`config.mk`:
```
export PLATFORM = sky130hd
export DESIGN_NAME = uart_word_tx
export DESIGN_NICKNAME = d
export VERILOG_FILES = /design/src/rtl/uart_pkg.sv /design/src/rtl/uart_word_fifo.sv /design/src/rtl/uart_word_tx.sv
export SDC_FILE = /design/constraint.sdc
export NUM_CORES = 1
export LEC_CHECK = 0
export BUFFER_PORTS_ARGS = -buffer_cell sky130_fd_sc_hd__clkbuf_2
export CAP_MARGIN = 30
export CELL_PAD_IN_SITES_DETAIL_PLACEMENT = 0
export CELL_PAD_IN_SITES_GLOBAL_PLACEMENT = 1
export CORE_UTILIZATION = 51
export CTS_CLUSTER_DIAMETER = 60
export DETAILED_ROUTE_END_ITERATION = 7
export GPL_ROUTABILITY_DRIVEN = 1
export GPL_TIMING_DRIVEN = 1
export PLACE_DENSITY = 0.91
export SETUP_SLACK_MARGIN = 0.5
export SYNTH_ARGS = -nofsm -noshare
export SYNTH_HDL_FRONTEND = slang
export SYNTH_SLANG_ARGS = --single-unit
```
`constraint.sdc`:
```
create_clock -name clk -period 2.8 [get_ports clk]
set_input_delay 0.28 -clock clk [delete_from_list [all_inputs] [get_ports clk]]
set_output_delay 0.28 -clock clk [all_outputs]
set_load 0.01 [all_outputs]
```
`src/rtl/uart_pkg.sv`:
```
// Shared types and constants for the UART word transmitter.
// Optional feature macro (used by uart_word_tx): UART_TX_PARITY_EN.
package uart_pkg;

   typedef enum logic [2:0] {
      IDLE,
      START,
      DATA,
      PARITY,
      STOP
   } tx_state_t;

   localparam int unsigned BYTES_PER_WORD = 4;
   localparam int unsigned BITS_PER_BYTE  = 8;

   // Byte idx of a word, counted from the most significant byte
   function automatic logic [7:0] word_byte(input logic [31:0] word, input logic [1:0] idx);
      return word[8 * (3 - int'(idx)) +: 8];
   endfunction

endpackage

```
`src/rtl/uart_word_fifo.sv`:
```
// Synchronous word FIFO, depth 2**FIFO_AW. Full/empty decode the registered count, so a
// push into a full FIFO is refused even when a pop happens in the same cycle.
module uart_word_fifo
   import uart_pkg::*;
#(
   parameter int unsigned FIFO_AW = 2,
   parameter int unsigned DW      = BYTES_PER_WORD * BITS_PER_BYTE
) (
   input  logic          clk,
   input  logic          rst,
   input  logic          push,
   input  logic [DW-1:0] wdata,
   input  logic          pop,
   output logic [DW-1:0] rdata,
   output logic          full,
   output logic          empty
);

   localparam int unsigned Depth = 2 ** FIFO_AW;

   logic [DW-1:0]      mem [Depth];
   logic [FIFO_AW-1:0] wr_ptr_q;
   logic [FIFO_AW-1:0] rd_ptr_q;
   logic [FIFO_AW:0]   count_q;
   logic               do_push;
   logic               do_pop;

   assign full    = (count_q == (FIFO_AW + 1)'(Depth));
   assign empty   = (count_q == '0);
   assign do_push = push && !full;
   assign do_pop  = pop && !empty;
   assign rdata   = mem[rd_ptr_q];

   // Pointers wrap naturally; count tracks occupancy
   always_ff @(posedge clk) begin
      if (rst) begin
         wr_ptr_q <= '0;
         rd_ptr_q <= '0;
         count_q  <= '0;
      end else begin
         if (do_push) wr_ptr_q <= wr_ptr_q + 1'b1;
         if (do_pop)  rd_ptr_q <= rd_ptr_q + 1'b1;
         if (do_push && !do_pop)      count_q <= count_q + 1'b1;
         else if (!do_push && do_pop) count_q <= count_q - 1'b1;
      end
   end

   // Storage array, no reset needed
   always_ff @(posedge clk) begin
      if (do_push) mem[wr_ptr_q] <= wdata;
   end

endmodule

```
`src/rtl/uart_word_tx.sv`:
```
// UART word transmitter: queues 32-bit words and sends each as 4 bytes, MSB byte first,
// LSB bit first, 8N1 (or 8E1 when UART_TX_PARITY_EN is defined).
// txd is registered from the current state, so the line lags the FSM by one cycle.
module uart_word_tx
   import uart_pkg::*;
#(
   parameter int unsigned CLK_PER_BIT = 868,
   parameter int unsigned FIFO_AW     = 2
) (
   input  logic        clk,
   input  logic        rst,
   input  logic        send_ready,
   input  logic [31:0] send_data,
   output logic        send_full,
   output logic        send_drop,
   output logic        tx_busy,
   output logic        txd
);

   localparam int unsigned     CntW     = (CLK_PER_BIT > 1) ? $clog2(CLK_PER_BIT) : 1;
   localparam logic [CntW-1:0] BaudLast = CntW'(CLK_PER_BIT - 1);
   localparam logic [2:0]      LastBit  = 3'(BITS_PER_BYTE - 1);
   localparam logic [1:0]      LastByte = 2'(BYTES_PER_WORD - 1);

   tx_state_t       state_q, state_d;
   logic [CntW-1:0] baud_q, baud_d;
   logic [2:0]      bit_q, bit_d;
   logic [1:0]      byte_q, byte_d;
   logic [31:0]     shift_q, shift_d;
   logic            txd_q, txd_d;
   logic            busy_q;
   logic            drop_q;
   logic            baud_done;
   logic [7:0]      cur_byte;
   logic            fifo_pop;
   logic            fifo_full;
   logic            fifo_empty;
   logic [31:0]     fifo_rdata;

   uart_word_fifo #(
      .FIFO_AW (FIFO_AW),
      .DW      (32)
   ) u_fifo (
      .clk   (clk),
      .rst   (rst),
      .push  (send_ready),
      .wdata (send_data),
      .pop   (fifo_pop),
      .rdata (fifo_rdata),
      .full  (fifo_full),
      .empty (fifo_empty)
   );

   assign baud_done = (baud_q == BaudLast);
   assign send_full = fifo_full;
   assign send_drop = drop_q;
   assign tx_busy   = busy_q;
   assign txd       = txd_q;

   // Next-state, baud/bit/byte sequencing, FIFO pop and line level
   always_comb begin
      state_d  = state_q;
      baud_d   = baud_q;
      bit_d    = bit_q;
      byte_d   = byte_q;
      shift_d  = shift_q;
      fifo_pop = 1'b0;
      txd_d    = 1'b1;
      cur_byte = word_byte(shift_q, byte_q);
      if (state_q != IDLE) baud_d = baud_done ? '0 : baud_q + 1'b1;
      case (state_q)
         IDLE: begin
            baud_d = '0;
            if (!fifo_empty) begin
               fifo_pop = 1'b1;
               shift_d  = fifo_rdata;
               byte_d   = 2'd0;
               bit_d    = 3'd0;
               state_d  = START;
            end
         end
         START: begin
            txd_d = 1'b0;
            if (baud_done) begin
               bit_d   = 3'd0;
               state_d = DATA;
            end
         end
         DATA: begin
            txd_d = cur_byte[bit_q];
            if (baud_done) begin
               if (bit_q == LastBit) begin
`ifdef UART_TX_PARITY_EN
                  state_d = PARITY;
`else
                  state_d = STOP;
`endif
               end else begin
                  bit_d = bit_q + 3'd1;
               end
            end
         end
`ifdef UART_TX_PARITY_EN
         PARITY: begin
            txd_d = ^cur_byte;
            if (baud_done) state_d = STOP;
         end
`endif
         STOP: begin
            txd_d = 1'b1;
            if (baud_done) begin
               if (byte_q != LastByte) begin
                  byte_d  = byte_q + 2'd1;
                  state_d = START;
               end else if (!fifo_empty) begin
                  // Back-to-back word: no idle gap between frames
                  fifo_pop = 1'b1;
                  shift_d  = fifo_rdata;
                  byte_d   = 2'd0;
                  state_d  = START;
               end else begin
                  state_d = IDLE;
               end
            end
         end
         default: state_d = IDLE;
      endcase
   end

   // State, counters and registered outputs
   always_ff @(posedge clk) begin
      if (rst) begin
         state_q <= IDLE;
         baud_q  <= '0;
         bit_q   <= '0;
         byte_q  <= '0;
         shift_q <= '0;
         txd_q   <= 1'b1;
         busy_q  <= 1'b0;
         drop_q  <= 1'b0;
      end else begin
         state_q <= state_d;
         baud_q  <= baud_d;
         bit_q   <= bit_d;
         byte_q  <= byte_d;
         shift_q <= shift_d;
         txd_q   <= txd_d;
         busy_q  <= (state_q != IDLE) || !fifo_empty;
         drop_q  <= send_ready && fifo_full;
      end
   end

endmodule

```
==> results, run 1 <==
- The run finished with clean final reports.
- Clock skew on the completed layout was measured at 0.0117 ns.
- In the synthesized netlist, the number of instances is 499.
- At the end of the flow, the number of nets in the layout was 585.
- The number of antenna violations at the first check in global routing was 0.
- The largest total area in the synthesized netlist belongs to edfxtp_1.
- The H-tree was split into 4 levels.
- The number of DRC markers in iteration 0 is 269.
- After synthesis the cells add up to 7410 um2.
- The fmax is 447 MHz.
- The total die area is 15000 um2.
- The worst path setup slack after routing is 0.561 ns.
- The final design instance area without fill is 8420 um2.
- The number of remaining DRC errors is 0.
- For this block, the via count after detailed routing is 4072.
- The share of the Yosys chip area taken by registers is 68.6%.
- At the end of routability-driven placement, the weighted congestion stood at 0.766.
- The mean area per synthesized cell is 14.9 um2.
- Data on the critical path is required at its endpoint by 3.14 ns.
- After clock tree synthesis, the clock-pin slew on the worst setup and hold paths is 0.07 ns.
- The number of buffer and inverter stages on the critical path is 2.
- In this run the power density over the cells is 907 nW/um2.
- Setup repair after global routing could not meet its margin everywhere.
- After synthesis the netlist holds a flip-flop and latch count of 190.
- The path class of the tightest hold or removal check is in2reg.
- The global-route usage over all layers is 19.2%.
- Measured along the x axis, the die boundary spans 123 um.
- In this design, the largest share of critical-path delay is due to simple AND/OR/NAND/NOR gates.
- Counting instances in the post-synthesis netlist gives the leading cell types as 128 x edfxtp_1, 74 x nand2_1, 62 x dfxtp_1.
- The number of different library cells used by synthesis comes to 43.
- The proportion of layout cells with a drive suffix above 1 is 23.3%.
- The number of enable flip-flop cells after synthesis is 128.
- The mean number of vias per cell is 5.56.
- The largest fanout on the critical path is 6.
- The final critical-path share of the clock period is 80.0%.
- The critical path's slowest cell is nor3_2.
- After detailed routing, the average wire length per cell comes to 17.4 um.
- In this run the critical register-to-register path is launched from u_fifo.count_q[0]$_SDFFE_PP0P_.
- For the pin with the worst max-slew slack, the measured transition is 0.684 ns.
- Across the run, the number of max-cap violations was 0.
- The area growth from synthesis to final layout is 13.6%.
- The number of buffers inserted during clock tree synthesis is 17.
- The I/O pin total is 39.
- The number of failing hold endpoints at the final stage is 0.
- The setup TNS is 0 ns.
- The worst slack at placement is 0.599 ns.
- For this design the static power due to leakage is 2.89 nW.
- The number of cells upsized or downsized after cts is 0.
- No sink is reached through more buffers than the 2 on the longest clock path.
- The most critical setup path has its startpoint at u_fifo.count_q[0]$_SDFFE_PP0P_.
- The completed layout was analyzed and its total power is 7.63 mW.
- The starting density of the core is 52.8%.
- The first global-routing pass estimated 21.0 mm of wire.
- On the final layout, the worst hold slack is 0.0685 ns.
- The worst voltage drop across the vdd grid is 0.531 mV.
- The count of nets left with antenna violations once routing finished came out at 0.
- In the synthesized netlist the dominant register cell turns out to be edfxtp_1.
- The number of hold buffers added after cts is 0.
- The most frequent cell after synthesis is edfxtp_1.
- The share of synthesized flip-flops with an asynchronous set or reset is 0%.
- The number of global-route vias before repair is 4237.
- The startpoint identified for the worst hold timing path is send_data[6].
- Once placement completed, the tool counted placed cells totaling 700.
- The total count of max-transition violations in the final report is 0.
- The delay of the slowest critical-path stage is 0.48 ns.
- 0 antenna diodes ended up in the layout.
- The wire-length estimate of the detail-placed layout is 8.14 mm.
- Counting every net in the synthesized netlist gives 544.
- By startpoint and endpoint, the worst setup path is classified as reg2reg.
- The shortest clock period the worst path allows after layout is 2.24 ns.
- The first-pass iteration count of the detailed router is 4.
- By area the synthesized netlist is led by edfxtp_1 52%, dfxtp_1 17%, mux4_2 11%.
- The number of non-filler instances in the completed layout is 733.
- The core region is 14000 um2.
- Cells fill 60.0% of the core in the end.
- The total overflow reported by the global router is 0.
- The count of buffers from port buffering is 38.
- In this run the cell area measured after placement is 7850 um2.
- The CTS tree is yes.
- The y dimension of the die is 123 um.
- The Yosys step of the flow raised 0 warnings.
- The final layout contains routed wiring with a total length of 12.8 mm.
- The filler cells instantiated in the layout total 1015.
- The worst pin sits at a relative slew slack of 54.4%.
- The clock root buffer master is clkbuf_16.
- The pin count of the biggest net entering global routing is 35.
- The endpoint type of the worst setup path is a flop.
- The worst path arrival time is 2.58 ns.
- The number of clock sinks seen by CTS is 190.
- The placement row count is 43.
- The critical path goes through nor3_2 > a211oi_4 > inv_2 > ha_4 > inv_2 > fa_2 > xor2_1 > or3_1 > a21oi_1.
- The portion of synthesized cell area occupied by the leading cell type is 51.8%.
- The cell repeated most along the worst path is inv_2.
- The worst setup path is launched from a flop.
- Setup violations remaining at the end of the flow were counted as 0.
- At the later pin of the worst-skew pair, clock insertion delay measures 0.42 ns.
where the power goes:
part           total, mW  switching (mW)  internal (mW)
clock network       2.25            1.01           1.24
logic               1.69           0.916          0.778
registers           3.69           0.256           3.43
path summary, 6_finish.rpt:
kind | slack, ns | depth (start not counted) | end
worst max-delay path | 0.56 | 9 | u_fifo.count_q[2]$_SDFFE_PP0P_
worst min-delay path | 0.07 | 1 | u_fifo.mem[0][6]$_DFFE_PP_
worst max register to register | 0.56 | 9 | u_fifo.count_q[2]$_SDFFE_PP0P_
worst min register to register | 0.44 | 1 | baud_q[0]$_SDFFE_PP0N_
worst reg2reg max path: stages (launching register included):
cell and delay, ns:
dfxtp_1 0.37, nor3_2 0.48, a211oi_4 0.09, inv_2 0.11
ha_4 0.15, inv_2 0.04, fa_2 0.35, xor2_1 0.16
or3_1 0.31, a21oi_1 0.12
cell families (layout without fill, tap and decap cells):
logic type | count (synthesis) | in the layout | synth area share, %
flip-flops | 190 | 190 | 68.6
AO/OA/AOI/OAI | 60 | 60 | 4.88
adder cells (fa/ha/maj) | 10 | 10 | 1.79
AND/OR/NAND/NOR | 142 | 142 | 8.57
buffers and inverters | 38 | 92 | 2.13
multiplexers | 46 | 46 | 12.5
XOR/XNOR | 13 | 13 | 1.54
routing by layer:
layer | share of wire (%) | track usage, % | wire length, um
met5 | 0 | 0 | 0
met4 | 0.96 | 10.1 | 123
met3 | 3.9 | 4.79 | 502
met2 | 53 | 32.0 | 6770
met1 | 42 | 23.1 | 5360
registers in the layout (all words and copies together), names as in the netlist, 3 cells and up, named ones only:
signal and flops:
u_fifo.mem 128, shift_q 32, baud_q 10, bit_q 3, state_q 3, u_fifo.count_q 3
cell usage in the layout (no fill, tap or decap), types with 5 or more instances in the layout:
master     instances
xnor2_1            5
a21oi_1           42
or3_1              6
mux2i_1            6
mux4_2            37
nand2_1           74
ha_1               7
clkbuf_2          38
and3_1             6
edfxtp_1         128
inv_1              8
inv_6              6
nor3b_1            5
buf_4             10
nor2_1            29
dfxtp_1           59
clkbuf_16         17
xor2_1             8
repair_timing:
action	CTS	global route
endpoints found under the setup margin	0	2
endpoints found under the hold margin	0	0
setup buffers	0	1
cell type report:
class	instances	area, um2	share of cell area [%]
clock buffer	18	429	5.10
clock inverter	14	130	1.55
inverter	10	37.5	0.446
multi-input combinational	271	2200	26.2
sequential	190	5090	60.4
tap	180	225	2.67
timing repair buffer	50	305	3.63
Power figures use the tool's default switching activity.
==> run 2, diff against run 1 <==
--- a/config.mk
+++ b/config.mk
@@ -9,12 +9,12 @@
 export CAP_MARGIN = 30
 export CELL_PAD_IN_SITES_DETAIL_PLACEMENT = 0
 export CELL_PAD_IN_SITES_GLOBAL_PLACEMENT = 1
-export CORE_UTILIZATION = 51
+export CORE_UTILIZATION = 46
 export CTS_CLUSTER_DIAMETER = 60
 export DETAILED_ROUTE_END_ITERATION = 7
 export GPL_ROUTABILITY_DRIVEN = 1
 export GPL_TIMING_DRIVEN = 1
-export PLACE_DENSITY = 0.91
+export PLACE_DENSITY = 0.87
 export SETUP_SLACK_MARGIN = 0.5
 export SYNTH_ARGS = -nofsm -noshare
 export SYNTH_HDL_FRONTEND = slang
==> constraint.sdc (replaced) <==
create_clock -name clk -period 2.04 [get_ports clk]
set_input_delay 0.204 -clock clk [delete_from_list [all_inputs] [get_ports clk]]
set_output_delay 0.204 -clock clk [all_outputs]
set_load 0.01 [all_outputs]
==> results, run 2 (same netlist as run 1, synthesis figures left out) <==
- The run finished, with violations left.
- The checks that failed: negative setup slack.
- TritonCTS built the clock tree.
- Once layout is complete, the utilization of the core stands at 59.8%.
- The count of buffers from port buffering is 38.
- The starting density of the core is 46.8%.
- Summing all placed instances gives a cell area of 8130 um2.
- Compared with the post-synthesis result, the final layout area differs by 27.8%.
- The shortest clock period the worst path allows after layout is 2.22 ns.
- The later-pin clock latency in the skew report is 0.43 ns.
- The worst-case IR drop observed on VDD is 0.874 mV.
- The first-pass iteration count of the detailed router is 4.
- The total overflow reported by the global router is 0.
- In this run the standard cell core region covers 15800 um2.
- In this run the worst hold path is classified as in2reg.
- The half-perimeter wire length after placement is 8.55 mm.
- The routed layout has 4519 vias.
- The worst path setup slack after routing is -0.183 ns.
- The number of failing hold endpoints at the final stage came to 0.
- Measured along the y axis, the die boundary spans 129 um.
- The largest registers in the layout are u_fifo.mem: 128 flops, shift_q: 32 flops, baud_q: 10 flops.
- The die extent in x is 129 um.
- The pin count of the biggest net entering global routing is 33.
- After the last flow step, the layout net total stands at 652.
- The number of remaining DRC errors is 0.
- The number of placed cells counting well taps is 757.
- The final antenna diode count is 0.
- The setup violation total in the final timing report is 6.
- The global-route wire length before repair is 23.5 mm.
- Of the available clock period, the critical path in the final layout requires 109%.
- The routed design has 15.6 mm of wire.
- The number of antenna violations at the first check in global routing is 0.
- The required time of the critical path is 2.33 ns.
- Setup repair after global routing could not meet its margin everywhere.
- The total power density per cell area is 1290 nW/um2.
- At the end of routability-driven placement, the weighted congestion stood at 0.800.
- The mean number of vias per cell is 5.41.
- After the flow finishes, the layout carries non-filler instances totaling 836.
- The placement row count is 46.
- The detail route stage leaves a number of antenna-violating nets equal to 0.
- The deepest clock path buffer count is 2.
- The tree built by TritonCTS fans out to 190 sinks.
- The average wire length per cell after detail routing is 18.7 um.
- The proportion of layout cells with a drive suffix above 1 is 34.8%.
- The worst hold-check slack is 0.0121 ns.
- The setup TNS is -0.659 ns.
- Before CTS, the worst setup slack after placement is -0.126 ns.
- The total count of max-transition violations in the final report is 0.
- For this design the top-level I/O count stands at 39.
- The register with the most flip-flops in the layout has 128 of them.
- The endpoint type of the worst setup path is a flop.
- The number of DRC markers in iteration 0 is 247.
- The count of maximum capacitance violations is 0.
- In the layout the commonest cells are 128 x edfxtp_1, 55 x dfxtp_1, 53 x nand2_1.
- The worst path arrival time is 2.51 ns.
- The most common cell after layout, fill and taps aside is edfxtp_1.
- Summing all non-filler instances in the final layout gives an area of 9470 um2.
- The headroom to the max-slew limit is 54.2%.
- Clock-pin slew was measured on the worst setup and hold paths at 0.07 ns.
- The tree is rooted in a clkbuf_16.
- More flip-flops sit in one register than any other, and that register is u_fifo.mem.
- Between clock sinks in the finished design, the worst skew comes to 0.00840 ns.
- STA classifies the critical path startpoint as a flop.
- The worst setup path is of the reg2reg kind.
- For this design the static power due to leakage is 3.35 nW.
- Based on the critical path, the design can be clocked at up to 450 MHz.
- Across every metal layer, demand over resource in global routing totals 19.0%.
- The die covers 16600 um2.
- The number of global-route vias before repair was 4593.
- The depth of the CTS H-tree is 4.
- The slew at the pin closest to its max-slew limit is 0.686 ns.
- Of all nets on the critical path, the largest fanout is 2.
- Summing internal, switching and leakage power gives 12.2 mW.
- The number of buffers inserted during clock tree synthesis is 17.
run 2: cell count changes in the layout (fill, tap and decap cells not counted), moves of 6 or more:
cell,before,now
nand2_1,74,53
dlygate4sd3_1,0,24
buf_4,10,34
clkbuf_16,17,23
buf_12,2,9
nand2_2,0,18
run 2: timing repair:
item,in CTS,in global routing
cloned,2,6
pin swaps,2,3
endpoints found under the setup margin,48,186
endpoints found under the hold margin,93,0
resized for setup,11,50
hold buffers,24,0
setup buffers,2,13
run 2: area by class of cell:
class / instances / area (um2)
multi-input combinational: 271 / 2370
clock buffer: 17 / 425
inverter: 10 / 37.5
timing repair buffer: 117 / 1120
fill: 1119 / 6350
clock inverter: 15 / 150
tap: 216 / 270
sequential: 190 / 5100
run 2: power breakdown:
group | total (mW) | switching (mW) | internal [mW]
logic | 3.96 | 1.88 | 2.09
registers | 5.05 | 0.336 | 4.71
clock network | 3.20 | 1.48 | 1.73
run 2: critical path: stages, from the launching register on:
cell and delay, ns:
dfxtp_2 0.35, ha_4 0.13, and4bb_1 0.22, nand4_1 0.14, a211oi_4 0.28, inv_2 0.09, ha_4 0.17, inv_2 0.05
fa_2 0.43, mux2i_1 0.17, nor2_1 0.06
run 2: per-layer routing:
| layer | GRT usage (%) | share of wire [%] |
|---|---|---|
| met1 | 23.5 | 40 |
| met4 | 10.0 | 4.4 |
| met3 | 3.33 | 3.8 |
| met5 | 0 | 0 |
| met2 | 32.2 | 52 |
run 2: path summary, 6_finish.rpt:
check | to | slack (ns) | cells after the start | from
setup / recovery | u_fifo.count_q[1]$_SDFFE_PP0P_ | -0.18 | 10 | baud_q[1]$_SDFFE_PP0N_
hold / removal | u_fifo.mem[0][22]$_DFFE_PP_ | 0.01 | 1 | send_data[22]
setup reg to reg | u_fifo.count_q[1]$_SDFFE_PP0P_ | -0.18 | 10 | baud_q[1]$_SDFFE_PP0N_
hold reg to reg | shift_q[0]$_SDFFE_PP0P_ | 0.47 | 2 | shift_q[0]$_SDFFE_PP0P_
==> run 3, diff against run 2 <==
--- a/config.mk
+++ b/config.mk
@@ -5,11 +5,12 @@
 export SDC_FILE = /design/constraint.sdc
 export NUM_CORES = 1
 export LEC_CHECK = 0
+export ABC_AREA = 1
 export BUFFER_PORTS_ARGS = -buffer_cell sky130_fd_sc_hd__clkbuf_2
 export CAP_MARGIN = 30
 export CELL_PAD_IN_SITES_DETAIL_PLACEMENT = 0
 export CELL_PAD_IN_SITES_GLOBAL_PLACEMENT = 1
-export CORE_UTILIZATION = 46
+export CORE_UTILIZATION = 43
 export CTS_CLUSTER_DIAMETER = 60
 export DETAILED_ROUTE_END_ITERATION = 7
 export GPL_ROUTABILITY_DRIVEN = 1
==> results, run 3 <==
- Along the worst path, the maximum fanout reaches 5.
- The global-route wire length before repair is 26.2 mm.
- The worst voltage drop across the vdd grid is 0.724 mV.
- Leaving out filler cells and counting taps, the final layout contains 1118.
- Synthesis produced a netlist with a net count of 839.
- The largest registers in the layout are u_fifo.mem: 128 flops, shift_q: 32 flops, baud_q: 10 flops.
- The total die area is 18800 um2.
- The worst hold path belongs to the class in2reg.
- In this run the cell area of the synthesized design comes to 7850 um2.
- The shortest clock period the worst path allows after layout is 1.92 ns.
- In this run the count of I/O pins placed on the die edge is 39.
- In this run the tightest slew margin relative to its limit is 63.6%.
- Row generation in the floorplan step produced 49 rows.
- The die extent in x is 137 um.
- The final RePlAce weighted congestion is 0.830.
- Combinational logic burns 31.7% of the power.
- STA classifies the critical path startpoint as a flop.
- The internal power of the cells totals 8.19 mW.
- On the final layout, the worst hold slack is 0.0168 ns.
- The source of the worst hold timing path is send_data[26].
- The flop and latch count out of synthesis is 190.
- The slew at the pin closest to its max-slew limit is 0.546 ns.
- The endpoint type of the worst setup path is a flop.
- The number of enable flip-flop cells after synthesis is 128.
- The share of synthesized flip-flops with an asynchronous set or reset is 0%.
- The most used flip-flop cell after synthesis is edfxtp_1.
- The global-route usage over all layers is 18.4%.
- The vias after detailed routing is 5502.
- Dividing total power by cell area gives a power density of 1290 nW/um2.
- The proportion of power drawn by the clock network is 27.4%.
- The number of placed cells counting well taps is 1043.
- Leaving out fill and tap cells, the most frequent cell in the layout is nor2_1.
- The worst slack at placement is 0.0758 ns.
- After detailed routing, the average wire length per cell comes to 14.1 um.
- The register with the most flip-flops in the layout has 128 of them.
- Dividing the detail-routed via count by the number of cells gives 4.92.
- The final core area utilization is 54.2%.
- The final critical-path share of the clock period is 93.9%.
- At the end of the flow, the number of nets in the layout was 921.
- Data on the critical path is required at its endpoint by 2.36 ns.
- Clock skew on the completed layout was measured at 0.00718 ns.
- The count of maximum capacitance violations is 0.
- The launching element of the worst setup path is u_fifo.count_q[0]$_SDFFE_PP0P_.
- 0 antenna diodes ended up in the layout.
- For this block, the routed nets add up to 15.7 mm of wire.
- In this run the static leakage power is 3.72 nW.
- The number of global-route vias before repair is 5480.
- The number of failing hold endpoints at the final stage is 0.
- Summed over all layers, the global routing overflow is 0.
- The deepest clock path buffer count is 2.
- The setup violation total in the final timing report is 0.
- In the final layout, the share of cells above drive strength 1 is 19.3%.
- The mean area per synthesized cell is 9.88 um2.
- The count of buffers added on input and output ports is 38.
- The number of buffers inserted during clock tree synthesis is 17.
- Setup repair after global routing could not meet its margin everywhere.
- The finished cells cover 9700 um2.
- The count of nets left with antenna violations once routing finished came out at 0.
- Net switching is 34.6% of the power.
- For this run, design rule violations remaining after detail routing come to 0.
- The fmax is 522 MHz.
- Data on the critical path arrives at its endpoint at 2.23 ns.
- The number of antenna violations at the first check in global routing is 0.
- The sum of internal, switching and leakage power is 12.5 mW.
- The power dissipated by switching net loads is 4.34 mW.
- During synthesis, Yosys emitted a total of 0 warnings.
- The portion of the post-synthesis area used by sequential elements is 64.8%.
- By area the synthesized netlist is led by edfxtp_1 49%, dfxtp_1 16%, nor2_1 9.4%.
- The HPWL after detailed placement is 9.15 mm.
- The run finished with clean final reports.
- The depth of the CTS H-tree is 4.
- The share of synthesized area in the top cell type comes to 49.0%.
- The placed cell area is 8450 um2.
- The filler cells instantiated in the layout total 1551.
- Per report_power, the sequential group accounts for 40.9% of the total.
- By count the netlist is led by 197 x nor2_1, 136 x nand2_1, 128 x edfxtp_1.
- Clock tree synthesis selected as its root buffer the cell clkbuf_16.
- The most frequent cell after synthesis is nor2_1.
- The placeable core region is 17900 um2.
- The startpoint identified for the worst register-to-register timing path is u_fifo.count_q[0]$_SDFFE_PP0P_.
- Entering global routing, the biggest net connects 65 pins.
- CTS saw 190 sinks.
- The die is 137 um tall.
- In the layout the commonest cells are 176 x nor2_1, 128 x edfxtp_1, 127 x nand2_1.
- Compared with the post-synthesis result, the final layout area differs by 23.6%.
- The first TritonRoute pass finished after 4 iterations.
- The initial utilization of the core area, before any placement, comes to 43.8%.
- The number of standard cells after synthesis is 794.
- The worst path setup slack after routing is 0.124 ns.
- For the worst-skew pair, the clock arrives at the later sink with an insertion delay of 0.43 ns.
- The CTS tree is yes.
- The cell type with the highest aggregate area in the netlist is edfxtp_1.
- For the final routed database, the setup TNS stands at 0 ns.
- The critical path is of the reg2reg type.
- More flip-flops sit in one register than any other, and that register is u_fifo.mem.
- Clock-pin slew was measured on the worst setup and hold paths at 0.07 ns.
- The number of distinct library cells after synthesis is 27.
- The total count of max-transition violations in the final report is 0.
- The number of DRC markers in iteration 0 is 352.
run 3: changes by cell type after synthesis, sizes merged, moves of 6 or more:
cell   delta
nand2    +64
xor2      -6
o21ai    +44
a21oi    -24
inv      +62
and3      -6
or3       -6
nor2    +169
mux2i     -6
o32ai    +32
nand3    +32
mux4     -37
run 3: power by group through the flow:
stage               clock [mW]  combinational [mW]  sequential, mW
global route              3.61                4.51            5.19
floorplan                    0                2.77            5.01
finish                    3.43                3.97            5.12
CTS                       3.47                3.85            5.11
global placement             0                3.39            5.17
detailed placement           0                3.40            5.19
run 3: worst paths after layout:
kind,cells past startpoint,to,slack (ns)
setup / recovery,12,u_fifo.count_q[2]$_SDFFE_PP0P_,0.12
setup reg to reg,12,u_fifo.count_q[2]$_SDFFE_PP0P_,0.12
hold / removal,1,u_fifo.mem[3][26]$_DFFE_PP_,0.02
hold reg to reg,1,baud_q[8]$_SDFFE_PP0N_,0.48
run 3: layout make-up:
cell class	count	area, um2	share of cell area [%]
Clock buffer	17	425	4.39
Sequential cell	190	5100	52.6
Clock inverter	15	196	2.03
Timing Repair Buffer	99	893	9.21
Multi-Input combinational cell	495	2510	25.9
Inverter	73	283	2.92
Tap cell	229	287	2.96
run 3: per-layer routing:
metal  track usage [%]  part of all wire [%]  vias up
met4              7.33                   1.9        0
met1              22.0                    45     2565
li1                  -                     -     2817
met5                 0                     0        -
met2              31.7                    50       99
met3              4.44                   3.3       21
run 3: critical path: stages (launching register included):
cell	delay [ns]
dfxtp_2	0.37
nor2_2	0.14
nand2_1	0.12
nand2_2	0.10
inv_2	0.05
nand3_2	0.10
ha_4	0.15
inv_4	0.04
fa_2	0.37
a21oi_2	0.14
o21ai_2	0.07
o21ai_1	0.11
a21oi_1	0.05
run 3: logic make-up (layout without fill, tap and decap cells):
group | count (synthesis) | count (layout) | synth area share (%)
AO/OA/AOI/OAI | 99 | 99 | 7.88
XOR/XNOR | 2 | 2 | 0.223
adder cells (fa/ha/maj) | 10 | 10 | 1.69
buffers and inverters | 109 | 204 | 5.74
flip-flops | 190 | 190 | 64.8
AND/OR/NAND/NOR | 384 | 384 | 19.7
run 3: repair_timing:
action | in CTS | in global routing
endpoints found under the hold margin | 119 | 0
setup endpoints to repair | 173 | 177
cloned | 2 | 0
pin swaps | 10 | 1
gates resized for setup | 19 | 37
buffers inserted | 7 | 3
hold buffers | 31 | 0
